`src/rtl/mux_scan_pkg.sv`:
```
// Shared types and helpers for the scanning N:1 channel multiplexer.
package mux_scan_pkg;

  localparam int unsigned MUX_SCAN_MIN_CH = 2;
  localparam int unsigned MUX_SCAN_MAX_CH = 32;

  typedef enum logic {MANUAL, SCAN} state_t;

  // Nearest enabled channel above cur (wrapping modulo n); cur itself if none.
  function automatic int unsigned next_ch(input int unsigned cur,
                                          input logic [MUX_SCAN_MAX_CH-1:0] mask,
                                          input int unsigned n);
    int unsigned res;
    int unsigned idx;
    res = cur;
    // Walk offsets high to low so the smallest enabled offset is kept.
    for (int unsigned i = MUX_SCAN_MAX_CH - 1; i > 0; i--) begin
      if (i < n) begin
        idx = (cur + i) % n;
        if (|(mask & (32'd1 << idx))) res = idx;
      end
    end
    return res;
  endfunction

endpackage

```
`src/rtl/mux_dwell_timer.sv`:
```
// Dwell counter for auto-scan; pulses advance_c in the cycle the dwell expires.
module mux_dwell_timer #(
  parameter int unsigned DWELL_W = 8
) (
  input  logic               clk,
  input  logic               rst,
  input  logic               clear,
  input  logic               run,
  input  logic               hold,
  input  logic [DWELL_W-1:0] dwell,
  output logic               advance_c
);

  logic [DWELL_W-1:0] cnt;

  // dwell is compared live, so a mid-dwell change applies at the next compare.
  assign advance_c = run && !hold && (cnt == dwell);

  always_ff @(posedge clk) begin
    if (rst || clear) begin
      cnt <= '0;
    end else if (run && !hold) begin
      cnt <= advance_c ? '0 : cnt + DWELL_W'(1);
    end
  end

endmodule

```
`src/rtl/mux_scan_n.sv`:
```
// Registered N:1 mux with manual select and round-robin auto-scan.
// Optional MUX_SCAN_CH_MASK_EN adds a per-channel enable mask (ch_mask).
module mux_scan_n
  import mux_scan_pkg::*;
#(
  parameter  int unsigned WIDTH   = 1,
  parameter  int unsigned N_CH    = 4,
  parameter  int unsigned DWELL_W = 8,
  localparam int unsigned SEL_W   = $clog2(N_CH)
) (
  input  logic                   clk,
  input  logic                   rst,
  input  logic [N_CH*WIDTH-1:0]  din,
  input  logic [SEL_W-1:0]       sel,
  input  logic                   auto_en,
  input  logic [DWELL_W-1:0]     dwell,
  input  logic                   hold,
`ifdef MUX_SCAN_CH_MASK_EN
  input  logic [N_CH-1:0]        ch_mask,
`endif
  output logic [WIDTH-1:0]       dout,
  output logic [SEL_W-1:0]       ch_out,
  output logic                   ch_strobe
);

  localparam int unsigned SEL_SPAN = 1 << SEL_W;

  if (N_CH < MUX_SCAN_MIN_CH) begin : g_bad_n_ch
    $error("mux_scan_n: N_CH must be at least %0d", MUX_SCAN_MIN_CH);
  end

  state_t              state;
  logic [N_CH-1:0]     en_mask;
  logic [SEL_SPAN-1:0] sel_mask;
  logic                run;
  logic                advance_c;
  logic [SEL_W-1:0]    ch_next;
  logic [WIDTH-1:0]    data_next;

`ifdef MUX_SCAN_CH_MASK_EN
  assign en_mask = ch_mask;
`else
  assign en_mask = '1;
`endif

  // Zero-extended to the full select range: out-of-range sel reads as disabled.
  assign sel_mask = SEL_SPAN'(en_mask);
  assign run      = (state == SCAN) && auto_en;

  mux_dwell_timer #(
    .DWELL_W (DWELL_W)
  ) u_timer (
    .clk       (clk),
    .rst       (rst),
    .clear     (state == MANUAL),
    .run       (run),
    .hold      (hold),
    .dwell     (dwell),
    .advance_c (advance_c)
  );

  // Manual load (including the SCAN->MANUAL edge) wins over a dwell expiry.
  always_comb begin
    ch_next = ch_out;
    if (!auto_en) begin
      if (sel_mask[sel]) ch_next = sel;
    end else if (advance_c) begin
      ch_next = SEL_W'(next_ch(32'(ch_out), 32'(en_mask), N_CH));
    end
  end

  always_comb begin
    data_next = '0;
    for (int unsigned k = 0; k < N_CH; k++) begin
      if (ch_next == SEL_W'(k)) data_next = din[k*WIDTH +: WIDTH];
    end
  end

  always_ff @(posedge clk) begin
    if (rst) begin
      state     <= MANUAL;
      ch_out    <= '0;
      dout      <= '0;
      ch_strobe <= 1'b0;
    end else begin
      state     <= auto_en ? SCAN : MANUAL;
      ch_out    <= ch_next;
      dout      <= data_next;
      ch_strobe <= (ch_next != ch_out);
    end
  end

endmodule

```
`config.mk`:
```
export PLATFORM = sky130hd
export DESIGN_NAME = mux_scan_n
export DESIGN_NICKNAME = d
export VERILOG_FILES = /design/src/rtl/mux_scan_pkg.sv /design/src/rtl/mux_dwell_timer.sv /design/src/rtl/mux_scan_n.sv
export SDC_FILE = /design/constraint.sdc
export NUM_CORES = 1
export LEC_CHECK = 0
export CAP_MARGIN = 20
export CORE_ASPECT_RATIO = 0.9
export CORE_UTILIZATION = 50
export DETAILED_ROUTE_END_ITERATION = 8
export MAX_ROUTING_LAYER = met4
export PLACE_DENSITY = 0.78
export SLEW_MARGIN = 0
export SYNTH_ARGS = -nofsm -noshare
export SYNTH_HDL_FRONTEND = slang
export SYNTH_SLANG_ARGS = --single-unit
```
`constraint.sdc`:
```
create_clock -name clk -period 5.52 [get_ports clk]
set_clock_uncertainty 0.15 [all_clocks]
set_input_delay 0.552 -clock clk [delete_from_list [all_inputs] [get_ports clk]]
set_output_delay 0.552 -clock clk [all_outputs]
set_load 0.01 [all_outputs]
```
==> out/results.tsv, run 1 <==
metric	value	unit
outcome	completed	
tightest_slew	388	ps
cp_top_family	simple AND/OR/NAND/NOR gates	
initial_core_util	55.1	%
clockRootBuffer	clkbuf_4	
final_cell_mix	clkdlybuf4s50_1 (21), xor2_1 (17), nor2_1 (13), dfxtp_1 (13), nand2_1 (10)	
io_buffer_count	21	
clk_pin_slew	80	ps
ant_nets	0	
dp.cells	135	
arrival	2380	ps
ctsResizeCount	0	
ir_drop	0.000144	V
dp_hpwl	1420	µm
postCtsSetupBuffers	0	
critPathKind	input port to flop	
fmax	426	MHz
hold_viol_final	0	
endpoint_kind	flop	
nets	137	
grt_max_degree	12	
dr.pass1.iters	4	
dieArea	0.00180	mm²
clock_latency	280	ps
drtIter0Drc	23	
maxSlewHeadroom	73.9	%
critical-path-max-stage-delay	420	ps
power_density	187	mW/mm²
reg2reg_slack	3500	ps
drcViolationCount	0	
synth_cell_type_count	29	
instances_no_fill	139	
cp-startpoint	dwell[7]	
critPathSlowestCell	nor4_2	
die_y	40.3	µm
worst-path-buf-inv	1	
grt_pass1_vias	636	
crit_required	5550	ps
syn_nets	114	
die_w	44.6	µm
finalSetupViolations	0	
cts_buffers	3	
crit_path_cell_trace	clkdlybuf4s50_1, xor2_1, nor4_2, and2_4, o21ai_0, a311o_1, a21o_1	
drt_wl_total	1780	µm
worstReg2RegStart	u_timer.cnt[5]$_SDFFE_PP0P_	
ys_ff_latch	13	
p_leak	0.000419	µW
final_common_cell	clkdlybuf4s50_1	
timing.hold.worst.class	flop to flop	
cts_sinks	13	
rr_worst_depth	6	
fin_crit_sh	42.5	%
antenna_found_initial	0	
maxSlewViolCount	0	
top_level_ports	22	
core_area	0.00148	mm²
viasPerCell	5.30	
wl_per_cell	12.8	µm
seq_area_frac_synth	31.9	%
maxCapViolCount	0	
clk_path_buf_depth	2	
holdBufCountCts	0	
cts_tree	built	
area_delta_synth_final	31.0	%
n_antenna_cell	0	
cts_htree_levels	1	
rows	13	
power	200	µW
grt_usage	25.0	%
drive_gt1_share	6.84	%
avgSynthCellArea	8.59	µm²
rsz0062_at_grt	false	
routabilityCongestion	0.831	
worstPathMaxFanout	5	
syn_area	816	µm²
finalSetupTns	0	ps
r2r_end	dout$_SDFF_PP0_	
syn_inst	95	
overflow	0	
crit_path_end	dout$_SDFF_PP0_	
worst-path-stages	7	
route.vias.total	737	
grt_pass1_wl	2930	µm
cp-start-kind	input port	
yosysWarnings	0	
period_needed	2350	ps
[cell families (layout without fill, tap and decap cells)]
kind of cell | count (synthesis) | after routing | share of synthesized area [%]
AO/OA/AOI/OAI | 12 | 12 | 10.7
XOR/XNOR | 18 | 18 | 19.3
adder cells (fa/ha/maj) | 1 | 1 | 1.53
buffers and inverters | 5 | 27 | 2.30
flip-flops | 13 | 13 | 31.9
multiplexers | 6 | 6 | 7.67
AND/OR/NAND/NOR | 40 | 40 | 26.5
[power breakdown]
| group | switching [µW] | internal, µW | leakage [µW] |
|---|---|---|---|
| Combinational | 16.3 | 23.6 | 0.000298 |
| Sequential | 3.09 | 96.5 | 0.000106 |
| Clock | 32.4 | 28.1 | 0.0000150 |
| Total | 51.7 | 148 | 0.000419 |
[how the worst min path moves through the flow]
stage	slack (ps)	start	depth (start not counted)	endpoint
floorplan	300	state$_SDFF_PP0_	2	u_timer.cnt[0]$_SDFFE_PP0P_
global placement	360	state$_SDFF_PP0_	2	u_timer.cnt[0]$_SDFFE_PP0P_
detailed placement	350	state$_SDFF_PP0_	2	u_timer.cnt[0]$_SDFFE_PP0P_
CTS	360	state$_SDFF_PP0_	2	u_timer.cnt[0]$_SDFFE_PP0P_
global route	380	state$_SDFF_PP0_	2	u_timer.cnt[0]$_SDFFE_PP0P_
finish	350	state$_SDFF_PP0_	2	u_timer.cnt[0]$_SDFFE_PP0P_
[synthesized netlist by cell type]
library cell | n | area, µm²
and3b_1 | 1 | 8.76
nand3_1 | 3 | 15.0
inv_1 | 2 | 7.51
a21oi_1 | 3 | 15.0
o21ai_0 | 3 | 15.0
a311o_1 | 1 | 10.0
mux2_2 | 1 | 11.3
xnor2_1 | 1 | 8.76
a21o_1 | 1 | 7.51
nor2_1 | 13 | 48.8
and3_1 | 2 | 12.5
nor4_2 | 1 | 12.5
nor2b_1 | 1 | 6.26
a211oi_2 | 1 | 12.5
or3_1 | 1 | 6.26
a211oi_1 | 1 | 7.51
nand3b_1 | 1 | 7.51
o2111a_1 | 1 | 11.3
xor2_1 | 17 | 149
clkbuf_1 | 3 | 11.3
dfxtp_1 | 13 | 260
o311ai_0 | 1 | 8.76
nand4_1 | 5 | 31.3
nor4_4 | 1 | 21.3
and2_4 | 1 | 8.76
nand2_1 | 10 | 37.5
ha_1 | 1 | 12.5
mux2_1 | 1 | 11.3
mux2i_1 | 4 | 40.0
[worst register-to-register path, cell delays in order (launching register included)]
cell and delay, ps:
dfxtp_1 360, xor2_1 200, nor4_4 370, and2_4 240, o21ai_0 80, a311o_1 370
a21o_1 160
[layer usage]
layer | vias to the layer above | track usage, % | part of all wire (%)
li1 | 378 | - | -
met1 | 330 | 32.7 | 48
met4 | 0 | 9.09 | 1.5
met2 | 24 | 37.1 | 45
met3 | 5 | 6.76 | 5.1
met5 | - | - | 0
[state kept, by name (all words and copies together) (netlist names)]
signal       flops
dout             1
u_timer.cnt      8
state            1
ch_out           2
ch_strobe        1
[through the flow]
step | util, % | area [µm²] | hold WS, ps | setup WS [ps]
final | 72.2 | 1070 | 355 | 3170
after global placement | 70.4 | 1040 | 358 | 2940
after CTS | 72.2 | 1070 | 361 | 3170
after global routing | 72.2 | 1070 | 385 | 3090
after detailed placement | 70.4 | 1040 | 347 | 2860
after floorplan | - | 816 | 303 | 3440
[final cells by class]
cell class / instances / area [µm²]
tap: 22 / 27.5
timing repair buffer: 21 / 210
multi-input combinational: 77 / 537
sequential: 13 / 260
fill: 118 / 412
clock buffer: 4 / 26.3
inverter: 2 / 7.51
Power figures use the tool's default switching activity.
==> inputs of run 2 (changes only) <==
- CORE_UTILIZATION: 50 -> 46
- PLACE_DENSITY: 0.78 -> 0.73
- clock period: 5.52 -> 2.3 ns (I/O delays scaled with it)
==> run 2 against run 1 <==
Against the previous run: die area up 8.3%; final area is 1.8% higher; clock-buffer cell count shrank 1; routed wire length fell by 6.7%; worst hold slack better by 29 ps; sequential cell count is the same; critical endpoint unchanged.
==> out/results.tsv, run 2 (synthesis results as in run 1) <==
metric	value	unit	change
timing.hold.worst.class	flop to flop		unchanged
critPathSlowestCell	a311o_1		was nor4_2
ir_drop	0.000318	V	was 0.000144 V
worst-path-stages	6		was 7
area_delta_synth_final	33.3	%	was 31.0%
hold_depth	2		unchanged
hold_viol_final	0		unchanged
worstPathMaxFanout	5		unchanged
viasPerCell	5.11		was 5.30
maxSlewHeadroom	74.1	%	was 73.9%
cp_top_family	simple AND/OR/NAND/NOR gates		unchanged
cts_buffers	3		unchanged
clk_pin_slew	80	ps	about the same
reg_top3	u_timer.cnt x8, ch_out x2		unchanged
core_area	0.00166	mm²	was 0.00148 mm²
dr.pass1.iters	4		unchanged
ant_nets	0		unchanged
dr_wl_met3	100	µm	was 91 µm
clock_latency	280	ps	about the same
critical-path-max-stage-delay	370	ps	was 420 ps
drcViolationCount	0		unchanged
grt_max_degree	11		was 12
overflow	0		unchanged
finalSetupTns	0	ps	unchanged
largest-register	u_timer.cnt		unchanged
arrival	2030	ps	was 2380 ps
grt_pass1_vias	656		was 636
initial_core_util	49.0	%	was 55.1%
cts_tree	built		unchanged
p_leak	0.000432	µW	was 0.000419 µW
tightest_slew	388	ps	about the same
worstReg2RegStart	u_timer.cnt[5]$_SDFFE_PP0P_		unchanged
critPathKind	flop to flop		was input port to flop
finalSetupViolations	0		unchanged
top_level_ports	22		unchanged
dp_hpwl	1280	µm	was 1420 µm
rr_worst_depth	6		unchanged
worst-path-buf-inv	0		was 1
wl_per_cell	11.6	µm	was 12.8 µm
route.vias.total	731		was 737
final_common_cell	clkdlybuf4s50_1		unchanged
rsz0062_at_grt	false		unchanged
grt_pass1_wl	2810	µm	was 2930 µm
n_antenna_cell	0		unchanged
crit_required	2330	ps	was 5550 ps
outcome	completed		unchanged
r2r_end	dout$_SDFF_PP0_		unchanged
reg2reg_slack	300	ps	was 3500 ps
largest_register_ffs	8		unchanged
rows	14		was 13
fin_area	0.00109	mm²	was 0.00107 mm²
nets	139		was 137
postCtsSetupBuffers	0		unchanged
maxUsedRoutingLayer	met4		unchanged
die_w	46.4	µm	was 44.6 µm
crit_path_cell_trace	xor2_1, nor4_4, and2_4, o21ai_0, a311o_1, a21o_1		was clkdlybuf4s50_1, xor2_1, nor4_2, and2_4, o21ai_0, a311o_1, a21o_1
final_cell_mix	clkdlybuf4s50_1 (21), xor2_1 (17), nor2_1 (13), dfxtp_1 (13), nand2_1 (10)		unchanged
antenna_found_initial	0		unchanged
io_buffer_count	21		unchanged
hold_path_end	u_timer.cnt[0]$_SDFFE_PP0P_		unchanged
fmax	500	MHz	
clk_path_buf_depth	2		unchanged
endpoint_kind	flop		unchanged
grt_usage	20.9	%	was 25.0%
drive_gt1_share	9.24	%	was 6.84%
ctsResizeCount	0		unchanged
place_area	0.00106	mm²	was 0.00104 mm²
die_y	42.0	µm	was 40.3 µm
holdBufCountCts	0		unchanged
drtIter0Drc	27		was 23
maxCapViolCount	0		unchanged
power_density	441	mW/mm²	was 187 mW/mm²
clockRootBuffer	clkbuf_4		unchanged
dieArea	0.00195	mm²	was 0.00180 mm²
cts_htree_levels	1		unchanged
fin_crit_sh	87.0	%	
route.met2.wl	670	µm	was 808 µm
cp-start-kind	flop		was input port
hp-start	state$_SDFF_PP0_		unchanged
routabilityCongestion	0.866		was 0.831
cts_sinks	13		unchanged
cp-startpoint	u_timer.cnt[5]$_SDFFE_PP0P_		was dwell[7]
period_needed	2000	ps	
maxSlewViolCount	0		unchanged
drt-met1-wl	861	µm	was 854 µm
drt_wl_total	1660	µm	was 1780 µm
-- run 2: tightest hold or removal path, cell delays in order, from the launching register on --
cell and delay, ps:
dfxtp_1 340, nand2_1 100, a21oi_1 50
-- run 2: report_power, final --
group	leakage [µW]	internal, µW	switching, µW
sequential	0.000106	232	7.06
combinational	0.000308	58.4	39.8
clock	0.0000177	64.6	77.6
-- run 2: how the worst max path moves through the flow --
stage	end	slack (ps)
floorplan	dout$_SDFF_PP0_	440
global placement	dout$_SDFF_PP0_	70
detailed placement	dout$_SDFF_PP0_	20
CTS	dout$_SDFF_PP0_	300
global route	dout$_SDFF_PP0_	190
finish	dout$_SDFF_PP0_	300
-- run 2: routing by layer --
layer  global-route usage [%]  vias to the layer above
li1                         -                      382
met1                     30.5                      322
met2                     25.0                       23
met3                     7.83                        4
met4                     8.82                        0
met5                        -                        -
-- run 2: per-stage QoR --
stage	total power [µW]	instances	util, %	setup slack, ps	hold slack, ps
3_3_place_gp	341	139	63.7	71.6	371
6_report	479	143	65.3	300	384
4_1_cts	487	143	65.3	302	379
2_1_floorplan	287	95	-	439	147
5_1_grt	515	143	65.3	193	423
3_5_place_dp	341	139	63.7	17.0	361
-- run 2: final cells by class --
| cell class | instances | area, µm² |
|---|---|---|
| multi-input cells | 77 | 537 |
| well taps | 24 | 30.0 |
| clock buffers | 3 | 22.5 |
| repair buffers | 23 | 225 |
| clock inverters | 1 | 5.00 |
| inverters | 2 | 7.51 |
| fillers | 147 | 577 |
| flip-flops and latches | 13 | 260 |
==> inputs of run 3 (changes only) <==
- GPL_TIMING_DRIVEN: default -> 1
==> results of run 3 <==
The final DEF is identical to that of run 2; final timing and power are the same.
